## src/rtl/seq_div_pkg.sv

```systemverilog
// Shared types and constants for the seq_div iterative divider.
// Latency constants cover both builds (SEQ_DIV_SIGNED_EN defined / undefined).
package seq_div_pkg;

    typedef enum logic [1:0] {
        ST_IDLE = 2'd0,
        ST_ITER = 2'd1,
        ST_FIX  = 2'd2,
        ST_DONE = 2'd3
    } state_e;

    localparam int SEQ_DIV_WIDTH = 32;
    localparam int SEQ_DIV_CNT_W = $clog2(SEQ_DIV_WIDTH);

    // Edges from the accepting edge to the completion edge.
    localparam int SEQ_DIV_LAT_SIGNED   = SEQ_DIV_WIDTH + 1;
    localparam int SEQ_DIV_LAT_UNSIGNED = SEQ_DIV_WIDTH;

endpackage

```

## src/rtl/seq_div_if.sv

```systemverilog
// Request/result bundle between the control FSM (master) and seq_div (slave).
interface seq_div_if #(
    parameter int WIDTH = seq_div_pkg::SEQ_DIV_WIDTH
);
    logic             start;
    logic [WIDTH-1:0] a;
    logic [WIDTH-1:0] b;
    logic [WIDTH-1:0] quotient;
    logic [WIDTH-1:0] remainder;
    logic             done;
    logic             div_by_zero;
    logic             busy;

    modport master (
        output start, a, b,
        input  quotient, remainder, done, div_by_zero, busy
    );

    modport slave (
        input  start, a, b,
        output quotient, remainder, done, div_by_zero, busy
    );
endinterface

```

## src/rtl/seq_div_step.sv

```systemverilog
// One combinational restoring-division step: shift {rem, dq} left, trial subtract.
module seq_div_step #(
    parameter int WIDTH = 32
) (
    input  logic [WIDTH:0]   rem_i,
    input  logic [WIDTH-1:0] dq_i,
    input  logic [WIDTH-1:0] div_i,
    output logic [WIDTH:0]   rem_o,
    output logic [WIDTH-1:0] dq_o
);
    logic [WIDTH:0]          rem_sh;
    logic [WIDTH-1:0]        dq_sh;
    logic signed [WIDTH+1:0] diff;

    assign rem_sh = {rem_i[WIDTH-1:0], dq_i[WIDTH-1]};
    assign dq_sh  = {dq_i[WIDTH-2:0], 1'b0};
    // One extra bit so the sign of the trial difference is never lost.
    assign diff   = $signed({1'b0, rem_sh}) - $signed({2'b00, div_i});

    always_comb begin
        rem_o = rem_sh;
        dq_o  = dq_sh;
        if (diff >= 0) begin
            rem_o = diff[WIDTH:0];
            dq_o  = {dq_sh[WIDTH-1:1], 1'b1};
        end
    end
endmodule

```

## src/rtl/seq_div.sv

```systemverilog
// Iterative restoring divider feeding HI (remainder) / LO (quotient), one bit per clock.
// SEQ_DIV_SIGNED_EN defined: signed div with FIX state; undefined: unsigned only.
module seq_div
    import seq_div_pkg::*;
#(
    parameter int WIDTH = SEQ_DIV_WIDTH
) (
    input  logic     clk,
    input  logic     reset,
    seq_div_if.slave bus
);
    localparam int CNT_W = $clog2(WIDTH);

    state_e           state_q, state_d;
    logic             armed_q, armed_d;
    logic [CNT_W-1:0] cnt_q, cnt_d;
    logic [WIDTH-1:0] quot_q, quot_d;
    logic [WIDTH-1:0] remd_q, remd_d;
    logic             done_q, done_d;
    logic             dbz_q, dbz_d;

    logic [WIDTH:0]   rem_q, rem_d;
    logic [WIDTH-1:0] dq_q, dq_d;
    logic [WIDTH-1:0] div_q, div_d;
    logic [WIDTH:0]   step_rem;
    logic [WIDTH-1:0] step_dq;

`ifdef SEQ_DIV_SIGNED_EN
    logic sa_q, sa_d;
    logic sq_q, sq_d;

    // Magnitude as WIDTH-bit unsigned; -2^(WIDTH-1) maps onto itself correctly.
    function automatic logic [WIDTH-1:0] mag(input logic signed [WIDTH-1:0] v);
        return v[WIDTH-1] ? (~v + 1'b1) : v;
    endfunction
`endif

    seq_div_step #(.WIDTH(WIDTH)) u_step (
        .rem_i (rem_q),
        .dq_i  (dq_q),
        .div_i (div_q),
        .rem_o (step_rem),
        .dq_o  (step_dq)
    );

    always_ff @(posedge clk or negedge reset) begin
        if (!reset) begin
            state_q <= ST_IDLE;
            armed_q <= 1'b1;
            cnt_q   <= '0;
            quot_q  <= '0;
            remd_q  <= '0;
            done_q  <= 1'b0;
            dbz_q   <= 1'b0;
        end else begin
            state_q <= state_d;
            armed_q <= armed_d;
            cnt_q   <= cnt_d;
            quot_q  <= quot_d;
            remd_q  <= remd_d;
            done_q  <= done_d;
            dbz_q   <= dbz_d;
        end
    end

    always_ff @(posedge clk) begin
        rem_q <= rem_d;
        dq_q  <= dq_d;
        div_q <= div_d;
`ifdef SEQ_DIV_SIGNED_EN
        sa_q  <= sa_d;
        sq_q  <= sq_d;
`endif
    end

    always_comb begin
        state_d = state_q;
        armed_d = armed_q;
        cnt_d   = cnt_q;
        quot_d  = quot_q;
        remd_d  = remd_q;
        done_d  = 1'b0;
        dbz_d   = dbz_q;
        rem_d   = rem_q;
        dq_d    = dq_q;
        div_d   = div_q;
`ifdef SEQ_DIV_SIGNED_EN
        sa_d    = sa_q;
        sq_d    = sq_q;
`endif
        // A held start re-arms only after it has been seen low.
        if (!bus.start) armed_d = 1'b1;

        case (state_q)
            ST_IDLE: begin
                if (bus.start && armed_q) begin
                    armed_d = 1'b0;
                    if (bus.b == '0) begin
                        quot_d  = '0;
                        remd_d  = bus.a;
                        dbz_d   = 1'b1;
                        done_d  = 1'b1;
                        state_d = ST_DONE;
                    end else begin
`ifdef SEQ_DIV_SIGNED_EN
                        dq_d  = mag(bus.a);
                        div_d = mag(bus.b);
                        sa_d  = bus.a[WIDTH-1];
                        sq_d  = bus.a[WIDTH-1] ^ bus.b[WIDTH-1];
`else
                        dq_d  = bus.a;
                        div_d = bus.b;
`endif
                        rem_d   = '0;
                        cnt_d   = '0;
                        state_d = ST_ITER;
                    end
                end
            end
            ST_ITER: begin
                rem_d = step_rem;
                dq_d  = step_dq;
                cnt_d = cnt_q + 1'b1;
                if (cnt_q == CNT_W'(WIDTH - 1)) begin
`ifdef SEQ_DIV_SIGNED_EN
                    state_d = ST_FIX;
`else
                    quot_d  = step_dq;
                    remd_d  = step_rem[WIDTH-1:0];
                    dbz_d   = 1'b0;
                    done_d  = 1'b1;
                    state_d = ST_DONE;
`endif
                end
            end
            ST_FIX: begin
`ifdef SEQ_DIV_SIGNED_EN
                quot_d = sq_q ? -dq_q : dq_q;
                remd_d = sa_q ? -rem_q[WIDTH-1:0] : rem_q[WIDTH-1:0];
`endif
                dbz_d   = 1'b0;
                done_d  = 1'b1;
                state_d = ST_DONE;
            end
            ST_DONE: state_d = ST_IDLE;
            default: state_d = ST_IDLE;
        endcase
    end

    assign bus.quotient    = quot_q;
    assign bus.remainder   = remd_q;
    assign bus.done        = done_q;
    assign bus.div_by_zero = dbz_q;
    assign bus.busy        = (state_q != ST_IDLE);
endmodule

```

## src/flat_wrapper.sv

```systemverilog
// flat-port wrapper written by rule: the top's interface ports become plain ports
module seq_div_flat import seq_div_pkg::*;
#(
    parameter int WIDTH = SEQ_DIV_WIDTH
)
  (clk, reset, bus_start, bus_a, bus_b, bus_quotient, bus_remainder, bus_done, bus_div_by_zero, bus_busy);
  seq_div_if #(.WIDTH(WIDTH)) bus_i ();
  input  logic clk;
  input  logic reset;
  input wire logic [$bits(bus_i.start)-1:0] bus_start;
  input wire logic [$bits(bus_i.a)-1:0] bus_a;
  input wire logic [$bits(bus_i.b)-1:0] bus_b;
  output wire logic [$bits(bus_i.quotient)-1:0] bus_quotient;
  output wire logic [$bits(bus_i.remainder)-1:0] bus_remainder;
  output wire logic [$bits(bus_i.done)-1:0] bus_done;
  output wire logic [$bits(bus_i.div_by_zero)-1:0] bus_div_by_zero;
  output wire logic [$bits(bus_i.busy)-1:0] bus_busy;
  assign bus_i.start = bus_start;
  assign bus_i.a = bus_a;
  assign bus_i.b = bus_b;
  assign bus_quotient = bus_i.quotient;
  assign bus_remainder = bus_i.remainder;
  assign bus_done = bus_i.done;
  assign bus_div_by_zero = bus_i.div_by_zero;
  assign bus_busy = bus_i.busy;
  seq_div #(.WIDTH(WIDTH)) u_core (.clk(clk), .reset(reset), .bus(bus_i));
endmodule
```

## config.mk

```make
export PLATFORM = sky130hd
export DESIGN_NAME = seq_div_flat
export DESIGN_NICKNAME = d
export VERILOG_FILES = /design/src/rtl/seq_div_pkg.sv /design/src/rtl/seq_div_if.sv /design/src/rtl/seq_div_step.sv /design/src/rtl/seq_div.sv /design/src/flat_wrapper.sv
export SDC_FILE = /design/constraint.sdc
export NUM_CORES = 1
export LEC_CHECK = 0
export CORE_MARGIN = 4
export CORE_UTILIZATION = 42
export DETAILED_ROUTE_END_ITERATION = 16
export PLACE_DENSITY_LB_ADDON = 0.3
export RECOVER_POWER = 50
export SYNTH_ARGS = -nofsm -noshare
export SYNTH_HDL_FRONTEND = slang
export SYNTH_SLANG_ARGS = --single-unit
```

## constraint.sdc

```tcl
create_clock -name clk -period 11.34 [get_ports clk]
set_input_delay 2.268 -clock clk [delete_from_list [all_inputs] [get_ports clk]]
set_output_delay 2.268 -clock clk [all_outputs]
set_load 0.02 [all_outputs]
```

### Yosys cells after proc, flatten, opt, wreduce, memory -nomap -nowiden

Index checks and enable logic that the tools add are counted.
Widths: inputs -> output; s select.

* flip-flop bits (word level): 170
* input port bits: 67
* output and inout bits: 67
* word-level logic and storage cells: 67

* add/sub/neg operators: 2
* magnitude comparators: 1
* eq/ne operators: 8
* muxes and demuxes: 34
* bitwise logic cells: 1
* reduce and logical (&&, ||, !) cells: 11

Operator list (count)
* $mux 32: 11
* $pmux 32 s2: 4
* $ge 34x1->1 const B: 1
* $sub 33x32->34: 1
* $logic_not 32->1: 1
* $mux 1: 10
* $mux 5: 2
* $pmux 5 s2: 1
* $pmux 2 s4: 1
* $reduce_and 4->1: 2
* $mux 2: 3
* $ne 2x1->1 const B: 3
* $pmux 1 s3: 2
* $reduce_and 3->1: 2
* $add 5x1->5 const B: 1
* $eq 5x5->1 const B: 1
* $eq 2x2->1 const B: 2
* $reduce_bool 2->1: 2
* $reduce_bool 3->1: 1
* $eq 2x1->1 const B: 1
* $logic_not 2->1: 1
* $ne 2x2->1 const B: 1
* $reduce_and 2->1: 1
* $logic_and 1x1->1: 1
* $not 1->1: 1

### Longest topological paths before layout

Gate-level depths: netlist of the first run.

* depth in word-level cells: 5
* mapped depth: 14
* depth with buffers taken out: 12

### Cells and area by module

A second synthesis of the first run with hierarchy kept.

* cells, all modules: 1114
* area total of the unflattened synthesis: 10602.7 µm²

Modules (own cells, without submodules)
* seq_div: times used 1, cells an instance 748, area an instance 7853.8 µm², sequential area each 4765.8 µm²
* seq_div_step: times used 1, cells an instance 366, area an instance 2748.9 µm², sequential area each 0.0 µm²

### Least setup slack after synthesis of the first run

No wires, ideal clock.

* path kind: input to register
* from: in bus_b[28]
* to: reg u_core.cnt_q[2]
* setup time: 66 ps
* arrival: 6086 ps
* required time: 11274 ps
* setup slack: 5188 ps
* stages: 9
* path buffers: 0
* cells stage by stage: nor4_1 -> nand4_1 -> o21ai_0 -> nor2_1 -> nor2_1 -> inv_1 -> nand2_1 -> mux2i_1 -> a22o_1

* longest elaborated chain between the ends: 3

RTL lines
* from (decl): RTL line flat_wrapper.sv:12 `input wire logic [$bits(bus_i.b)-1:0] bus_b;`
* $logic_not 32->1: RTL line seq_div.sv:98 `if (bus.b == '0) begin`
* $ne 2x2->1 (no source line)
* $reduce_and 3->1 (no source line)
* to (signal assigned): RTL line seq_div.sv:58 `cnt_q <= cnt_d;`
* to (decl): RTL line seq_div.sv:16 `logic [CNT_W-1:0] cnt_q, cnt_d;`

Every way passes these cells.
A chain may end at the register's enable or synchronous reset.

==> metrics.md, run 1 <==
| Metric | Value |
|---|---|
| Status | `finished, violations left` |
| Failing checks | `max-capacitance violations, max-slew violations` |
| Least-Margin Pin Slew | `4049 ps` |
| Wire per inst | `17.68 um` |
| First-pass DRT Iterations | `5` |
| Sw Pwr | `0.001556 W` |
| Endpoints failing hold | `0` |
| Average size of a mapped cell | `9.906 um^2` |
| Net Count, Synth | `1013` |
| Fin. max-slew vios | `120` |
| Register-to-Register Path Depth | `10` |
| Number of synthesized flops with an enable pin | `96` |
| Internal power | `0.002029 W` |
| Root Buffer | `clkbuf_16` |
| Leak | `4.565 nW` |
| Vias in the first global route | `6898` |
| ANT nets after route | `0` |
| DR vias | `6985` |
| Initial core utilization | `0.4265` |
| Global-route wire length before repair | `36.86 mm` |
| Worst setup SP type | `input port` |
| Crit path DAT | `5150 ps` |
| Crit Path Max Fanout | `74` |
| Synth area leader | `edfxtp_1` |
| Primary FF master, synth | `edfxtp_1` |
| Flop pwr share | `0.321` |
| Reg2Reg Setup Slack | `6190 ps` |
| Critical Path RT | `10940 ps` |
| Grt ovf | `0` |
| Post-cts gate resize count | `0` |
| Power share of the clock group | `0.166` |
| Fraction of layout instances using a drive strength above 1 | `0.05126` |
| Initial antenna violation count | `0` |
| Die H | `154.1 um` |
| Synth Cell Area | `0.008965 mm^2` |
| Worst-Skew Late Latency | `430 ps` |
| Final period util | `0.4897` |
| Number of max-cap violations | `2` |
| Crit path time final | `5553 ps` |
| Final WL | `23.14 mm` |
| Post-route core utilization | `0.5237` |
| YS warnings | `0` |
| Placeable Area | `0.02102 mm^2` |
| Area grow syn2layout | `22.81%` |
| WHS Path Cells | `2` |
| 1st-iter DRT viols | `480` |
| CP Launch Point | `reset` |
| CP top delay family | `buffers and inverters` |
| Pin count of the biggest net entering global routing | `107` |
| Hold Crit Start | `u_core.bus.quotient[9]` |
| I/O pins | `134` |
| DRC | `0` |
| CTS buffer count | `17` |
| Ys async rst share | `0.4353` |
| Ant diodes | `0` |
| Commonest non-fill, non-tap cell in the layout | `nand2_1` |
| Sw frac | `0.4340` |
| CP Capture Type | `asynchronous set/reset pin` |
| Worst hold path type | `reg -> reg` |
| Crit path buffers/inverters | `1` |
| Clk sinks | `170` |
| Crit Path Category | `in -> async` |
| Yosys top cell area share | `0.3216` |
| Reg-to-reg startpoint | `u_core.rem_q[15]` |
| Cell count after synthesis | `905` |
| Synth top area cells | `edfxtp_1, dfrtp_1, nand2_1` |
| Worst vdd ir | `0.0001893 V` |
| Hold-fix buffer count after cts | `0` |
| Worst R2R End | `u_core.rem_q[23]` |
| Commonest cells after routing, fill and taps aside | `nand2_1, edfxtp_1, dlygate4sd3_1` |
| Post-CTS Setup Bufs | `0` |
| H-tree Lvls | `4` |
| CP peak stage delay | `2780 ps` |
| Final GP Congestion | `0.8783` |
| Slowest cell on crit path | `clkbuf_1` |
| PwrDens | `325.7 mW/mm^2` |
| Combinational share of power | `0.513` |
| RSZ-0062 raised after global routing | `false` |
| Critical path cell sequence | `clkbuf_1` |
| Setup Skew | `9.690 ps` |
| Vias per cell | `5.336` |
| FMAX | `180.1 MHz` |
| Die extent in x | `154.1 um` |
| Die area | `0.02375 mm^2` |
| Min-Delay Endpoint | `u_core.bus.quotient[9]` |
| Final setup fails | `0` |
| Gr usage total | `0.1953` |
| Max-slew headroom at the worst pin | `-1.699` |
| Seq/Total Area, Yosys | `0.5283` |
| IO Port Bufs | `133` |
| CTS tree | `done` |
| Total negative slack | `0 ps` |
| CTS max path bufs | `2` |
| Row count | `53` |
| Yosys cell types | `58` |
| Nets@finish | `1129` |
| Clock slew at reported path FFs | `70 ps` |
| Yosys reg bits | `170` |
| HPWL Detailed | `16.85 mm` |
[final cells by class]
type                    count  area (um^2)
well taps                 275        344.1
multi-input cells         625         3709
clock buffers              19        442.9
fillers                  1913        10010
inverters                  68        255.2
repair buffers            139         1366
clock inverters            13        156.4
flip-flops and latches    170         4736
[per-layer routing]
metal  share of wire  track usage  vias to the layer above
li1                -            -                     3436
met1            0.43       0.2635                     3314
met2            0.49       0.3297                      209
met3           0.062      0.03603                       26
met4           0.012      0.04373                        0
met5               0            0                        -
[flip-flops by register name (all words and copies together), names as in the netlist]
signal,flops
u_core.rem_q,32
u_core.dq_q,32
u_core.bus.quotient,32
u_core.armed_q,1
u_core.cnt_q,5
u_core.state_q,2
u_core.div_q,32
u_core.bus.div_by_zero,1
u_core.bus.remainder,32
u_core.bus.done,1
[cell usage after synthesis (all sizes together) (7+ instances only)]
library cell	number
nand3	20
o21ai	116
xnor2	13
inv	68
a21oi	72
a21o	8
buf	11
nor2	34
nor3	9
xor2	10
clkbuf	31
ha	40
mux2i	24
o22a	7
nand2b	8
nand2	182
nand4	7
edfxtp	96
dfrtp	73
nor4	9
a31oi	7
[cell families (layout without fill, tap and decap cells)]
| family | Yosys count | in the layout | synth area share |
|---|---|---|---|
| AND/OR/NAND/NOR | 289 | 289 | 0.1397 |
| AO/OA/AOI/OAI | 248 | 248 | 0.1666 |
| flip-flops | 170 | 170 | 0.5283 |
| buffers and inverters | 110 | 239 | 0.05220 |
| adder cells (fa/ha/maj) | 41 | 41 | 0.05806 |
| multiplexers | 24 | 24 | 0.03266 |
| XOR/XNOR | 23 | 23 | 0.02247 |
[per-stage QoR]
stage	power [W]	cell area (um^2)	cells	worst slack (ps)	hold WS (ps)
global placement	0.003051	10510	1277	5829	458.0
global route	0.003863	11010	1309	4836	498.0
CTS	0.003683	11110	1309	6174	482.4
finish	0.003585	11010	1309	5787	475.7
floorplan	0.002463	8965	905	5188	445.3
detailed placement	0.003077	10510	1277	5746	467.7
[power groups by stage]
| stage | logic [W] | clock network [W] | registers, W |
|---|---|---|---|
| 2_1_floorplan | 0.00121 | 0 | 0.00125 |
| 3_3_place_gp | 0.00189 | 0 | 0.00116 |
| 3_5_place_dp | 0.00192 | 0 | 0.00116 |
| 4_1_cts | 0.00192 | 0.000606 | 0.00115 |
| 5_1_grt | 0.00205 | 0.000633 | 0.00118 |
| 6_report | 0.00184 | 0.000597 | 0.00115 |
[worst max-delay path by stage]
stage | to | slack (ps) | cells after the start
after floorplan | u_core.cnt_q[2] | 5190 | 9
after global placement | u_core.cnt_q[2] | 5830 | 11
after detailed placement | u_core.bus.remainder[23] | 5750 | 7
after CTS | u_core.bus.remainder[23] | 6170 | 7
after global routing | u_core.bus.remainder[23] | 4840 | 1
final | u_core.state_q[0] | 5790 | 1
Power figures use the tool's default switching activity.
==> run 2: changes to the inputs <==
==> constraint.sdc (replaced) <==
create_clock -name clk -period 5.3 [get_ports clk]
set_input_delay 1.06 -clock clk [delete_from_list [all_inputs] [get_ports clk]]
set_output_delay 1.06 -clock clk [all_outputs]
set_load 0.02 [all_outputs]
==> metrics.md, run 2 (synthesis gave the netlist of run 1 again) <==
| Metric | Value |
|---|---|
| Status | `finished, violations left` |
| Failing checks | `max-capacitance violations, max-slew violations` |
| Critical path cell sequence | `dlygate4sd3_1 > nor4_1 > nand4_1 > o21ai_0 > nor2_2 > nor2_1 > inv_2 > buf_4` |
| H-tree Lvls | `4` |
| Hold-fix buffer count after cts | `0` |
| Number of max-cap violations | `2` |
| DR vias | `7023` |
| Critical Path RT | `5460 ps` |
| Final WL | `23.40 mm` |
| Max-slew headroom at the worst pin | `-0.3113` |
| CP peak stage delay | `580 ps` |
| ANT nets after route | `0` |
| Worst vdd ir | `0.0005179 V` |
| Row count | `53` |
| Setup Skew | `8.729 ps` |
| Final GP Congestion | `0.8720` |
| Endpoints failing hold | `0` |
| Ant diodes | `0` |
| Crit path time final | `4073 ps` |
| IO Port Bufs | `133` |
| Die extent in x | `154.1 um` |
| Total negative slack | `0 ps` |
| CP Capture Type | `register` |
| Die area | `0.02375 mm^2` |
| Final setup fails | `0` |
| 1st-iter DRT viols | `569` |
| Finished Cell Area | `0.01110 mm^2` |
| Die H | `154.1 um` |
| RSZ-0062 raised after global routing | `false` |
| DRC | `0` |
| Wire per inst | `17.86 um` |
| Post-CTS Setup Bufs | `0` |
| Least-Margin Pin Slew | `1967 ps` |
| Post-cts gate resize count | `0` |
| Crit Path Max Fanout | `46` |
| FMAX | `245.5 MHz` |
| Fraction of layout instances using a drive strength above 1 | `0.06860` |
| PwrDens | `699.1 mW/mm^2` |
| Nets@finish | `1130` |
| Root Buffer | `clkbuf_16` |
| Pin count of the biggest net entering global routing | `108` |
| Vias per cell | `5.361` |
| Area grow syn2layout | `23.77%` |
| Clk sinks | `170` |
| Worst-Skew Late Latency | `430 ps` |
| Global-route wire length before repair | `36.65 mm` |
| Gr usage total | `0.1959` |
| M2 GR Usage | `0.3347` |
| CTS tree | `done` |
| CTS buffer count | `17` |
| Vias in the first global route | `6894` |
| HPWL Detailed | `16.98 mm` |
| Crit Path Category | `in -> reg` |
| Worst setup SP type | `input port` |
| Commonest cells after routing, fill and taps aside | `nand2_1, dlygate4sd3_1, edfxtp_1` |
| Worst hold path type | `reg -> reg` |
| Met1 Usage GRT | `0.2508` |
| Met3 usage | `0.04644` |
| Commonest non-fill, non-tap cell in the layout | `nand2_1` |
| Initial antenna violation count | `0` |
| Slowest cell on crit path | `dlygate4sd3_1` |
| First-pass DRT Iterations | `5` |
| I/O pins | `134` |
| Fin. max-slew vios | `183` |
| Most Crowded Layer GR | `met2` |
| Crit path DAT | `4230 ps` |
| Placeable Area | `0.02102 mm^2` |
| Leak | `4.621 nW` |
| Grt ovf | `0` |
| Initial core utilization | `0.4265` |
| Final period util | `0.7685` |
| Clock slew at reported path FFs | `70 ps` |
| Placed cell areas | `0.01053 mm^2` |
| CTS max path bufs | `2` |
## run 2: changes by cell type in the layout (fill, tap and decap cells not counted), moves of 2 or more
cell	delta
o21ai_0	-2
o31ai_2	+5
o31ai_1	-6
mux2i_1	-9
clkbuf_1	-2
clkbuf_2	+2
clkdlybuf4s50_1	-2
mux2i_2	+9
o21ai_1	+2
dlygate4sd3_1	+2
## run 2: per-layer routing
layer,part of all wire,wire (um)
met1,0.43,10130
met2,0.50,11640
met3,0.056,1311
met4,0.014,316
met5,0,0
## run 2: path summary, 6_finish.rpt
path,to,slack [ps],cells past startpoint,start
hold reg to reg,u_core.bus.quotient[11],470,2,u_core.bus.quotient[11]
setup reg to reg,u_core.bus.remainder[21],1790,11,u_core.rem_q[13]
setup / recovery,u_core.rem_q[9],1230,8,bus_b[0]
min in group asynchronous,u_core.bus.remainder[11],1160,1,reset
max in group asynchronous,u_core.bus.div_by_zero,2970,1,reset
hold / removal,u_core.bus.quotient[11],470,2,u_core.bus.quotient[11]
## run 2: cell type report
cell class,count,area (um^2)
Fill cell,1897,9926
Sequential cell,170,4736
Multi-Input combinational cell,625,3786
Timing Repair Buffer,140,1389
Clock buffer,19,454.2
Tap cell,275,344.1
Inverter,68,255.2
Clock inverter,13,131.4
## run 2: critical path: cells and delay by family
kind            cells  cell delay, ps
compound gates      1             390
simple gates        4            1280
buf+inv             3            1470
## run 2: through the flow
step / worst slack, ps / total power [W] / hold WS, ps / instances / util
floorplan: 356.1 / 0.005270 / 445.3 / 905 / -
global placement: 950.4 / 0.006546 / 456.4 / 1278 / 0.5008
detailed placement: 845.5 / 0.006605 / 467.2 / 1278 / 0.5008
CTS: 1270 / 0.007903 / 483.2 / 1310 / 0.5287
global route: 948.5 / 0.008305 / 504.5 / 1310 / 0.5278
finish: 1227 / 0.007757 / 472.6 / 1310 / 0.5278
## run 2: where the power goes
group          leakage, nW  switching [W]  internal (W)
Clock                0.288       0.000570      0.000688
Sequential            1.85       0.000304       0.00215
Combinational         2.48        0.00255       0.00150
Total                 4.62        0.00342       0.00433
